===== src/rtl/fifo_dcfifo_pkg.sv =====
// Shared sizing for the byte-in / word-out FIFO: widths, depth and derived
// pointer and count widths.
package fifo_dcfifo_pkg;

    localparam int unsigned WR_W     = 8;
    localparam int unsigned RD_W     = 2 * WR_W;
    localparam int unsigned WR_DEPTH = 256;
    localparam int unsigned BYTE_AW  = $clog2(WR_DEPTH);
    localparam int unsigned WORD_AW  = BYTE_AW - 1;
    localparam int unsigned CNT_W    = BYTE_AW + 1;

    typedef logic [CNT_W-1:0]   cnt_t;
    typedef logic [BYTE_AW-1:0] byte_addr_t;
    typedef logic [WORD_AW-1:0] word_addr_t;

endpackage


===== src/rtl/fifo_dcfifo_if.sv =====
// Write/read handshake and status bundle between a producer/consumer (master)
// and the FIFO (slave).
interface fifo_dcfifo_if;
    import fifo_dcfifo_pkg::*;

    logic               wr_req;
    logic [WR_W-1:0]    wr_data;
    logic               rd_req;
    logic [RD_W-1:0]    rd_data;
    logic               wr_full;
    logic               wr_empty;
    logic [CNT_W-1:0]   wr_usedw;
    logic               rd_full;
    logic               rd_empty;
    logic [CNT_W-2:0]   rd_usedw;

    modport master (
        output wr_req, wr_data, rd_req,
        input  rd_data, wr_full, wr_empty, wr_usedw, rd_full, rd_empty, rd_usedw
    );

    modport slave (
        input  wr_req, wr_data, rd_req,
        output rd_data, wr_full, wr_empty, wr_usedw, rd_full, rd_empty, rd_usedw
    );

endinterface


===== src/rtl/fifo_dcfifo_ram.sv =====
// Byte-wide storage with a single write port and a registered read port that
// returns the even/odd byte pair of one word address.
module fifo_dcfifo_ram
    import fifo_dcfifo_pkg::*;
#(
    parameter int unsigned DW    = WR_W,
    parameter int unsigned RW    = RD_W,
    parameter int unsigned DEPTH = WR_DEPTH,
    parameter int unsigned AW    = $clog2(DEPTH)
) (
    input  logic          i_clk,
    input  logic          i_rst,
    input  logic          i_wr_en,
    input  logic [AW-1:0] i_wr_addr,
    input  logic [DW-1:0] i_wr_data,
    input  logic          i_rd_en,
    input  logic [AW-2:0] i_rd_addr,
    output logic [RW-1:0] o_rd_data
);

    logic [DW-1:0] r_mem [DEPTH];
    logic [RW-1:0] r_rd_data;

    always_ff @(posedge i_clk) begin
        if (i_wr_en) begin
            r_mem[i_wr_addr] <= i_wr_data;
        end
    end

    // Older (even) byte goes to the low half of the word.
    always_ff @(posedge i_clk) begin
        if (i_rst) begin
            r_rd_data <= '0;
        end else if (i_rd_en) begin
            r_rd_data <= {r_mem[{i_rd_addr, 1'b1}], r_mem[{i_rd_addr, 1'b0}]};
        end
    end

    assign o_rd_data = r_rd_data;

endmodule


===== src/rtl/fifo_dcfifo.sv =====
// Single-clock FIFO taking one byte per write and delivering one two-byte word
// per read; every status output is decoded from one byte count.
module fifo_dcfifo #(
    parameter int unsigned WR_W     = fifo_dcfifo_pkg::WR_W,
    parameter int unsigned RD_W     = fifo_dcfifo_pkg::RD_W,
    parameter int unsigned WR_DEPTH = fifo_dcfifo_pkg::WR_DEPTH
) (
    input  logic          sys_clk,
    input  logic          sys_rst,
    fifo_dcfifo_if.slave  bus
);

    localparam int unsigned BYTE_AW = $clog2(WR_DEPTH);
    localparam int unsigned WORD_AW = BYTE_AW - 1;
    localparam int unsigned CNT_W   = BYTE_AW + 1;

    logic [CNT_W-1:0]   r_cnt;
    logic [BYTE_AW-1:0] r_wr_ptr;
    logic [WORD_AW-1:0] r_rd_ptr;

    logic               w_wr_full;
    logic               w_rd_empty;
    logic               w_wr_acc;
    logic               w_rd_acc;
    logic [CNT_W-1:0]   w_cnt_nxt;

    assign w_wr_full  = (r_cnt == CNT_W'(WR_DEPTH));
    assign w_rd_empty = (r_cnt < CNT_W'(2));
    assign w_wr_acc   = bus.wr_req && !w_wr_full;
    assign w_rd_acc   = bus.rd_req && !w_rd_empty;

    // Net change is +1 per accepted byte and -2 per accepted word.
    assign w_cnt_nxt  = r_cnt + CNT_W'(w_wr_acc) - (CNT_W'(w_rd_acc) << 1);

    always_ff @(posedge sys_clk) begin
        if (sys_rst) begin
            r_cnt    <= '0;
            r_wr_ptr <= '0;
            r_rd_ptr <= '0;
        end else begin
            r_cnt <= w_cnt_nxt;
            if (w_wr_acc) begin
                r_wr_ptr <= r_wr_ptr + 1'b1;
            end
            if (w_rd_acc) begin
                r_rd_ptr <= r_rd_ptr + 1'b1;
            end
        end
    end

    fifo_dcfifo_ram #(
        .DW    (WR_W),
        .RW    (RD_W),
        .DEPTH (WR_DEPTH),
        .AW    (BYTE_AW)
    ) u_ram (
        .i_clk     (sys_clk),
        .i_rst     (sys_rst),
        .i_wr_en   (w_wr_acc),
        .i_wr_addr (r_wr_ptr),
        .i_wr_data (bus.wr_data),
        .i_rd_en   (w_rd_acc),
        .i_rd_addr (r_rd_ptr),
        .o_rd_data (bus.rd_data)
    );

    assign bus.wr_full  = w_wr_full;
    assign bus.wr_empty = (r_cnt == '0);
    assign bus.wr_usedw = r_cnt;
    assign bus.rd_full  = (r_cnt[CNT_W-1:1] == (CNT_W-1)'(WR_DEPTH / 2));
    assign bus.rd_empty = w_rd_empty;
    assign bus.rd_usedw = r_cnt[CNT_W-1:1];

endmodule


===== src/flat_wrapper.sv =====
// flat-port wrapper written by rule: the top's interface ports become plain ports
module fifo_dcfifo_flat 
#(
    parameter int unsigned WR_W     = fifo_dcfifo_pkg::WR_W,
    parameter int unsigned RD_W     = fifo_dcfifo_pkg::RD_W,
    parameter int unsigned WR_DEPTH = fifo_dcfifo_pkg::WR_DEPTH
)
  (sys_clk, sys_rst, bus_wr_req, bus_wr_data, bus_rd_req, bus_rd_data, bus_wr_full, bus_wr_empty, bus_wr_usedw, bus_rd_full, bus_rd_empty, bus_rd_usedw);
  fifo_dcfifo_if bus_i ();
  input  logic sys_clk;
  input  logic sys_rst;
  input wire logic [$bits(bus_i.wr_req)-1:0] bus_wr_req;
  input wire logic [$bits(bus_i.wr_data)-1:0] bus_wr_data;
  input wire logic [$bits(bus_i.rd_req)-1:0] bus_rd_req;
  output wire logic [$bits(bus_i.rd_data)-1:0] bus_rd_data;
  output wire logic [$bits(bus_i.wr_full)-1:0] bus_wr_full;
  output wire logic [$bits(bus_i.wr_empty)-1:0] bus_wr_empty;
  output wire logic [$bits(bus_i.wr_usedw)-1:0] bus_wr_usedw;
  output wire logic [$bits(bus_i.rd_full)-1:0] bus_rd_full;
  output wire logic [$bits(bus_i.rd_empty)-1:0] bus_rd_empty;
  output wire logic [$bits(bus_i.rd_usedw)-1:0] bus_rd_usedw;
  assign bus_i.wr_req = bus_wr_req;
  assign bus_i.wr_data = bus_wr_data;
  assign bus_i.rd_req = bus_rd_req;
  assign bus_rd_data = bus_i.rd_data;
  assign bus_wr_full = bus_i.wr_full;
  assign bus_wr_empty = bus_i.wr_empty;
  assign bus_wr_usedw = bus_i.wr_usedw;
  assign bus_rd_full = bus_i.rd_full;
  assign bus_rd_empty = bus_i.rd_empty;
  assign bus_rd_usedw = bus_i.rd_usedw;
  fifo_dcfifo #(.WR_W(WR_W), .RD_W(RD_W), .WR_DEPTH(WR_DEPTH)) u_core (.sys_clk(sys_clk), .sys_rst(sys_rst), .bus(bus_i));
endmodule

===== config.mk =====
export PLATFORM = sky130hd
export DESIGN_NAME = fifo_dcfifo_flat
export DESIGN_NICKNAME = d
export VERILOG_FILES = /design/src/rtl/fifo_dcfifo_pkg.sv /design/src/rtl/fifo_dcfifo_if.sv /design/src/rtl/fifo_dcfifo_ram.sv /design/src/rtl/fifo_dcfifo.sv /design/src/flat_wrapper.sv
export SDC_FILE = /design/constraint.sdc
export NUM_CORES = 2
export LEC_CHECK = 0
export CAP_MARGIN = 30
export CORE_ASPECT_RATIO = 0.5
export CORE_MARGIN = 1.5
export CORE_UTILIZATION = 55
export CTS_CLUSTER_DIAMETER = 30
export DETAILED_ROUTE_END_ITERATION = 8
export PLACE_DENSITY = 0.71
export SYNTH_ARGS = -nofsm -noshare
export SYNTH_HDL_FRONTEND = slang
export SYNTH_SLANG_ARGS = --single-unit

===== constraint.sdc =====
create_clock -name sys_clk -period 3.8 [get_ports sys_clk]
set_input_delay 0.76 -clock sys_clk [delete_from_list [all_inputs] [get_ports sys_clk]]
set_output_delay 0.76 -clock sys_clk [all_outputs]
set_load 0.05 [all_outputs]

### After elaboration in Yosys (flattened, before gate mapping)

Memory sizes are Yosys's and may differ from the RTL's. A register that Yosys moved wholly into a read port is not among the register bits.
Index checks and enable logic that the tools add are counted.

| storage, ports and cells | value |
|---|---|
| register bits | 24 |
| bits in writable memories | 2048 |
| input port bits | 12 |
| output and inout bits | 37 |
| logic and storage cells | 18 |
| memories kept | 1 |

| operators by class | value |
|---|---|
| add/subtract/negate cells | 4 |
| $lt $le $gt $ge | 1 |
| equality and inequality tests | 2 |
| muxes and demuxes | 2 |
| reduce and logical (&&, ||, !) cells | 5 |

Memory list:

| name | words | bits a word | read ports | clocked after Yosys merged registers in | write ports | line | RTL |
|---|---|---|---|---|---|---|---|
| u_core.u_ram.r_mem | 256 | 8 | 2 | 2 | 1 | fifo_dcfifo_ram.sv:21 | `logic [DW-1:0] r_mem [DEPTH];` |

Operators by type and width:

| operator | count |
|---|---|
| $add A9 B1 Y9 | 1 |
| $eq A9 B9 Y1 const B | 1 |
| $logic_not A9 Y1 | 1 |
| $lt A9 B2 Y1 const B | 1 |
| $sub A9 B2 Y9 | 1 |
| $add A8 B1 Y8 const B | 1 |
| $eq A8 B8 Y1 const B | 1 |
| $add A7 B1 Y7 const B | 1 |
| $logic_and A1 B1 Y1 | 2 |
| $logic_not A1 Y1 | 2 |
| $mux W1 | 2 |

### Longest topological paths before layout

| logic depth | value |
|---|---|
| depth after elaboration | 5 |
| mapped depth | 15 |
| depth with buffers taken out | 14 |

### Hierarchy

A second synthesis with hierarchy kept.

| second synthesis, totals | value |
|---|---|
| cells, all modules | 3901 |
| area total of the unflattened synthesis | 81994.9 um^2 |

Modules (own cells, without submodules):

| module | times used | cells each | area an instance (um^2) | seq. area each (um^2) |
|---|---|---|---|---|
| fifo_dcfifo_ram | 1 | 3721 | 80468.4 | 61819.3 |
| fifo_dcfifo | 1 | 180 | 1526.5 | 480.5 |

### Worst setup path before layout

OpenSTA, ideal clock, no wires.

| path | value |
|---|---|
| path type | register to register |
| start point | reg u_core.r_cnt[3], in the netlist u_core.bus.wr_usedw[3] |
| end point | reg u_core.r_cnt[8], in the netlist u_core.bus.wr_usedw[8] |
| library setup time | 132 ps |
| arrival time | 4084 ps |
| data required time | 3668 ps |
| slack | -416 ps |
| cell stages (with the launch flop) | 16 |
| path buffers | 1 |
| clock period less this slack | 4216 ps |
| cells stage by stage | dfxtp_1 > inv_1 > ha_1 > or3b_2 > a21oi_1 > nor2b_1 > buf_2 > inv_1 > ha_1 > ha_1 > o21a_1 > o21ba_2 > o21bai_1 > a211oi_1 > o21ai_0 > or3b_2 |

| on the way | value |
|---|---|
| elaborated cells on any way between the ends | 8 |
| classes of those cells | add/sub: 2; order compare: 1; eq/ne: 1; reduce/logical: 4 |

RTL lines:

| what | line | RTL |
|---|---|---|
| from (decl) | fifo_dcfifo.sv:17 | `logic [CNT_W-1:0] r_cnt;` |
| from (signal assigned) | fifo_dcfifo.sv:41 | `r_cnt <= w_cnt_nxt;` |
| $lt A9 B2 Y1 | fifo_dcfifo.sv:28 | `assign w_rd_empty = (r_cnt < CNT_W'(2));` |
| via bus_rd_empty | flat_wrapper.sv:20 | `output wire logic [$bits(bus_i.rd_empty)-1:0] bus_rd_empty;` |
| $logic_not A1 Y1 | fifo_dcfifo.sv:30 | `assign w_rd_acc = bus.rd_req && !w_rd_empty;` |
| $logic_and A1 B1 Y1 | fifo_dcfifo.sv:30 |  |
| $sub A9 B2 Y9 | fifo_dcfifo.sv:33 | `assign w_cnt_nxt = r_cnt + CNT_W'(w_wr_acc) - (CNT_W'(w_rd_acc) << 1);` |

The timed path passes the listed nets, and every way through them passes these cells.
A chain may end at the register's enable or synchronous reset.

### Worst setup path in the final report

| path | value |
|---|---|
| start point | reg u_core.r_cnt[3], in the netlist u_core.bus.wr_usedw[3] |
| end point | out bus_rd_full |

| on the way | value |
|---|---|
| longest elaborated chain between the ends | 1 |

Ends and longest elaborated chain:

| what | line | RTL |
|---|---|---|
| $eq A8 B8 Y1 | fifo_dcfifo.sv:70 | `assign bus.rd_full = (r_cnt[CNT_W-1:1] == (CNT_W-1)'(WR_DEPTH / 2));` |
| to (decl) | flat_wrapper.sv:19 | `output wire logic [$bits(bus_i.rd_full)-1:0] bus_rd_full;` |

No other way between the ends.

==> out/metrics.yaml <==
run_status:
  status: "finished, final reports clean"
grt:
  first_global_vias: 42600
  top_usage_layer: "met2"
  grt.total_usage_pct: 26.5
  grt_max_degree: 122
  grt_pass1_wl_mm: 289
  met3_usage_pct: 4.83
  grtUsageMet1_pct: 39.3
  grt_antenna_before_repair: 10
  grt_util_met2_pct: 40.6
  gr-total-overflow: 0
synth:
  synth_edf_count: 2048
  synthXorXnorAreaFrac_pct: 0.150
  seq_area_frac_synth_pct: 76.1
  synth_cell_types: 56
  syn_inst: 4160
  syn_avg_cell_area_um2: 19.7
  syn_nets: 4193
  synth_warnings: 0
  muxShareOfSynthArea_pct: 14.9
  synth_compound_area_share_pct: 3.66
  synthSimpleGateAreaFrac_pct: 2.90
  synthAdderAreaFrac_pct: 0.321
  synth.area.top_cells: "edfxtp_1, mux4_2, mux2i_1"
  synth_top_area_share_pct: 75.2
  synth_area_leader_cell: "edfxtp_1"
  synth_flop_cell: "edfxtp_1"
  async_flop_share_pct: 0
  ys_ff_latch: 2088
  netlist_area_um2: 81800
  synth_top_family_by_area: "multiplexers"
placed_design:
  place_hpwl_mm: 121
  routabilityCongestion: 0.847
  postPlaceCellArea_um2: 86900
  dp.cells: 6328
  io_buffers: 48
  pre_cts_slack_ns: 0.146
cts:
  clk_pin_slew_ns: 0.06
  clkSinkCount: 2088
  clock_latency_ns: 0.85
  clockBufferDepth: 3
  hold_buffers: 0
  ctsHtreeMaxLevel: 4
  cts_buffers: 219
  clk_root_buffer_cell: "clkbuf_16"
  cts_tree: "built"
setup_path:
  worst-path-max-fanout: 4
  path_cells: "inv_1 -> ha_1 -> or3b_2 -> nor2_1 -> clkdlybuf4s50_1"
  endpoint_kind: "primary output"
  startpoint: "u_core.bus.wr_usedw[3]"
  worstSetupStartpointType: "flip-flop"
  cp-endpoint: "bus_rd_full"
  criticalPathCategory: "flip-flop to primary output"
  critPathArrivalTime_ns: 2.89
  reg2reg_slack_ns: 0.46
  worstReg2RegEnd: "u_core.bus.wr_usedw[8]"
  cp_slowest_cell: "clkdlybuf4s50_1"
  r2r_start: "u_core.bus.wr_usedw[3]"
  r2r_cells: 14
  critPathMaxStageDelay_ns: 0.80
  worst-endpoint-required_ns: 3.04
routing:
  viasPerCell: 6.36
  dr.pass1.iters: 6
  drc: 0
  wl_mm: 199
  routedWlPerCell_um: 29.4
  dr_total_vias: 42900
  detail-route-antenna-nets: 0
  drt_iter0_drc: 5644
sta:
  slew_viol_final: 0
  fin_worst_skew_ns: 0.0737
  setup_slack_ns: 0.149
  whs_ns: 0.406
  rsz0062_at_grt: "no"
  slew_headroom_pct: 24.1
  setup_violations: 0
  tns_ns: 0
  hold_viol_final: 0
  max_freq_mhz: 274
  period_share_pct: 96.1
  post-route-min-period_ns: 3.65
  tightest_slew_ns: 1.14
finish:
  final_nets: 4614
  synthToLayoutAreaGrowth_pct: 15.4
  mostFrequentLayoutCells: "edfxtp_1, buf_4, mux4_2"
  drive_gt1_share_pct: 25.6
  layout.cells.non_filler: 6743
  final_area_um2: 94500
  final_util_pct: 64.3
  final_common_cell: "edfxtp_1"
floorplanning:
  ioPinCount: 49
  coreArea_um2: 147000
  start_util_pct: 55.7
  die_width_um: 548
  design.die.area_um2: 151000
  fp-row-count: 99
  fp.dieH_um: 276
worst_hold_path:
  min_path_type: "input port to flip-flop"
  holdPathStages: 1
power_and_ir_drop:
  total_power_mw: 57.3
  power_density_nw_per_um2: 606
  leakagePower_nw: 29.6
  peakVddDrop_v: 0.000477
job:
  maxCapViolCount: 0
[cells in the mapped netlist, drive strengths merged, types with 4 or more instances]
library cell and number:
a31oi 52, a211o 6, o21ai 76, nor2 296
mux2 35, a211oi 22, or3 5, and3 8
nand2 115, nand3 66, edfxtp 2048, a311oi 11
a22oi 132, a21boi 16, a2111oi 6, o221ai 4
xor2 9, a22o 5, ha 21, o2111ai 11
xnor2 5, mux4 369, dfxtp 40, o32ai 4
clkbuf 121, inv 14, buf 143, mux2i 345
a21oi 103, nor3 4, nand4 25, nor2b 19
[worst max-delay path: cells and delay by family, from the launching register on]
| kind | cells | cell delay, ns |
|---|---|---|
| adder cells (fa/ha/maj) | 1 | 0.14 |
| AND/OR/NAND/NOR | 2 | 0.65 |
| flip-flops | 1 | 0.34 |
| buffers and inverters | 2 | 0.91 |
[layout make-up]
cell class | instances | area, um^2
timing repair buffer | 464 | 4160
sequential | 2088 | 62300
clock buffer | 240 | 5590
clock inverter | 173 | 1890
multi-input combinational | 1794 | 18000
fill | 9590 | 52300
tap | 1969 | 2460
inverter | 14 | 52.6
antenna | 1 | 2.50
[kinds of logic (layout without fill, tap and decap cells)]
group                      after synthesis  in the layout
other                                    0              1
muxes                                  749            749
adders and majority gates               21             21
buffers and inverters                  278            891
and+or+nand+nor                        554            554
AOI/OAI and AO/OA                      456            456
DFF                                   2088           2088
xor gates and xnor gates                14             14
[sequential cells by signal (all words and copies together) (netlist names)]
name and count:
u_core.bus.wr_usedw 9, u_core.r_rd_ptr 7, bus_rd_data 16, u_core.u_ram.r_mem 2048, u_core.r_wr_ptr 8
[per-layer routing]
layer	part of all wire (%)	routed length (um)
met5	0.041	81
met1	41	81600
met4	2.6	5060
met2	46	91400
met3	10	20400
[what timing repair did]
item / CTS / global route
setup buffers: 0 / 0
endpoints found under the hold margin: 0 / 0
setup endpoints to repair: 0 / 1
resized for setup: 0 / 1
[how the worst min path moves through the flow]
stage                                 endpoint               start  slack, ns
finish              u_core.u_ram.r_mem[123][2]      bus_wr_data[2]       0.41
global route         u_core.u_ram.r_mem[95][2]      bus_wr_data[2]       0.42
CTS                  u_core.u_ram.r_mem[95][2]      bus_wr_data[2]       0.37
detailed placement              bus_rd_data[1]      bus_rd_data[1]       0.53
global placement                bus_rd_data[2]      bus_rd_data[2]       0.51
floorplan                   u_core.r_wr_ptr[0]  u_core.r_wr_ptr[0]       0.55
[report_power, final]
group          internal (mW)  switching [mW]
clock network           12.2            9.52
logic                   4.39            5.45
registers               25.4           0.302
total                   42.0            15.3
Note: power is estimated with default switching activity, not from simulation.
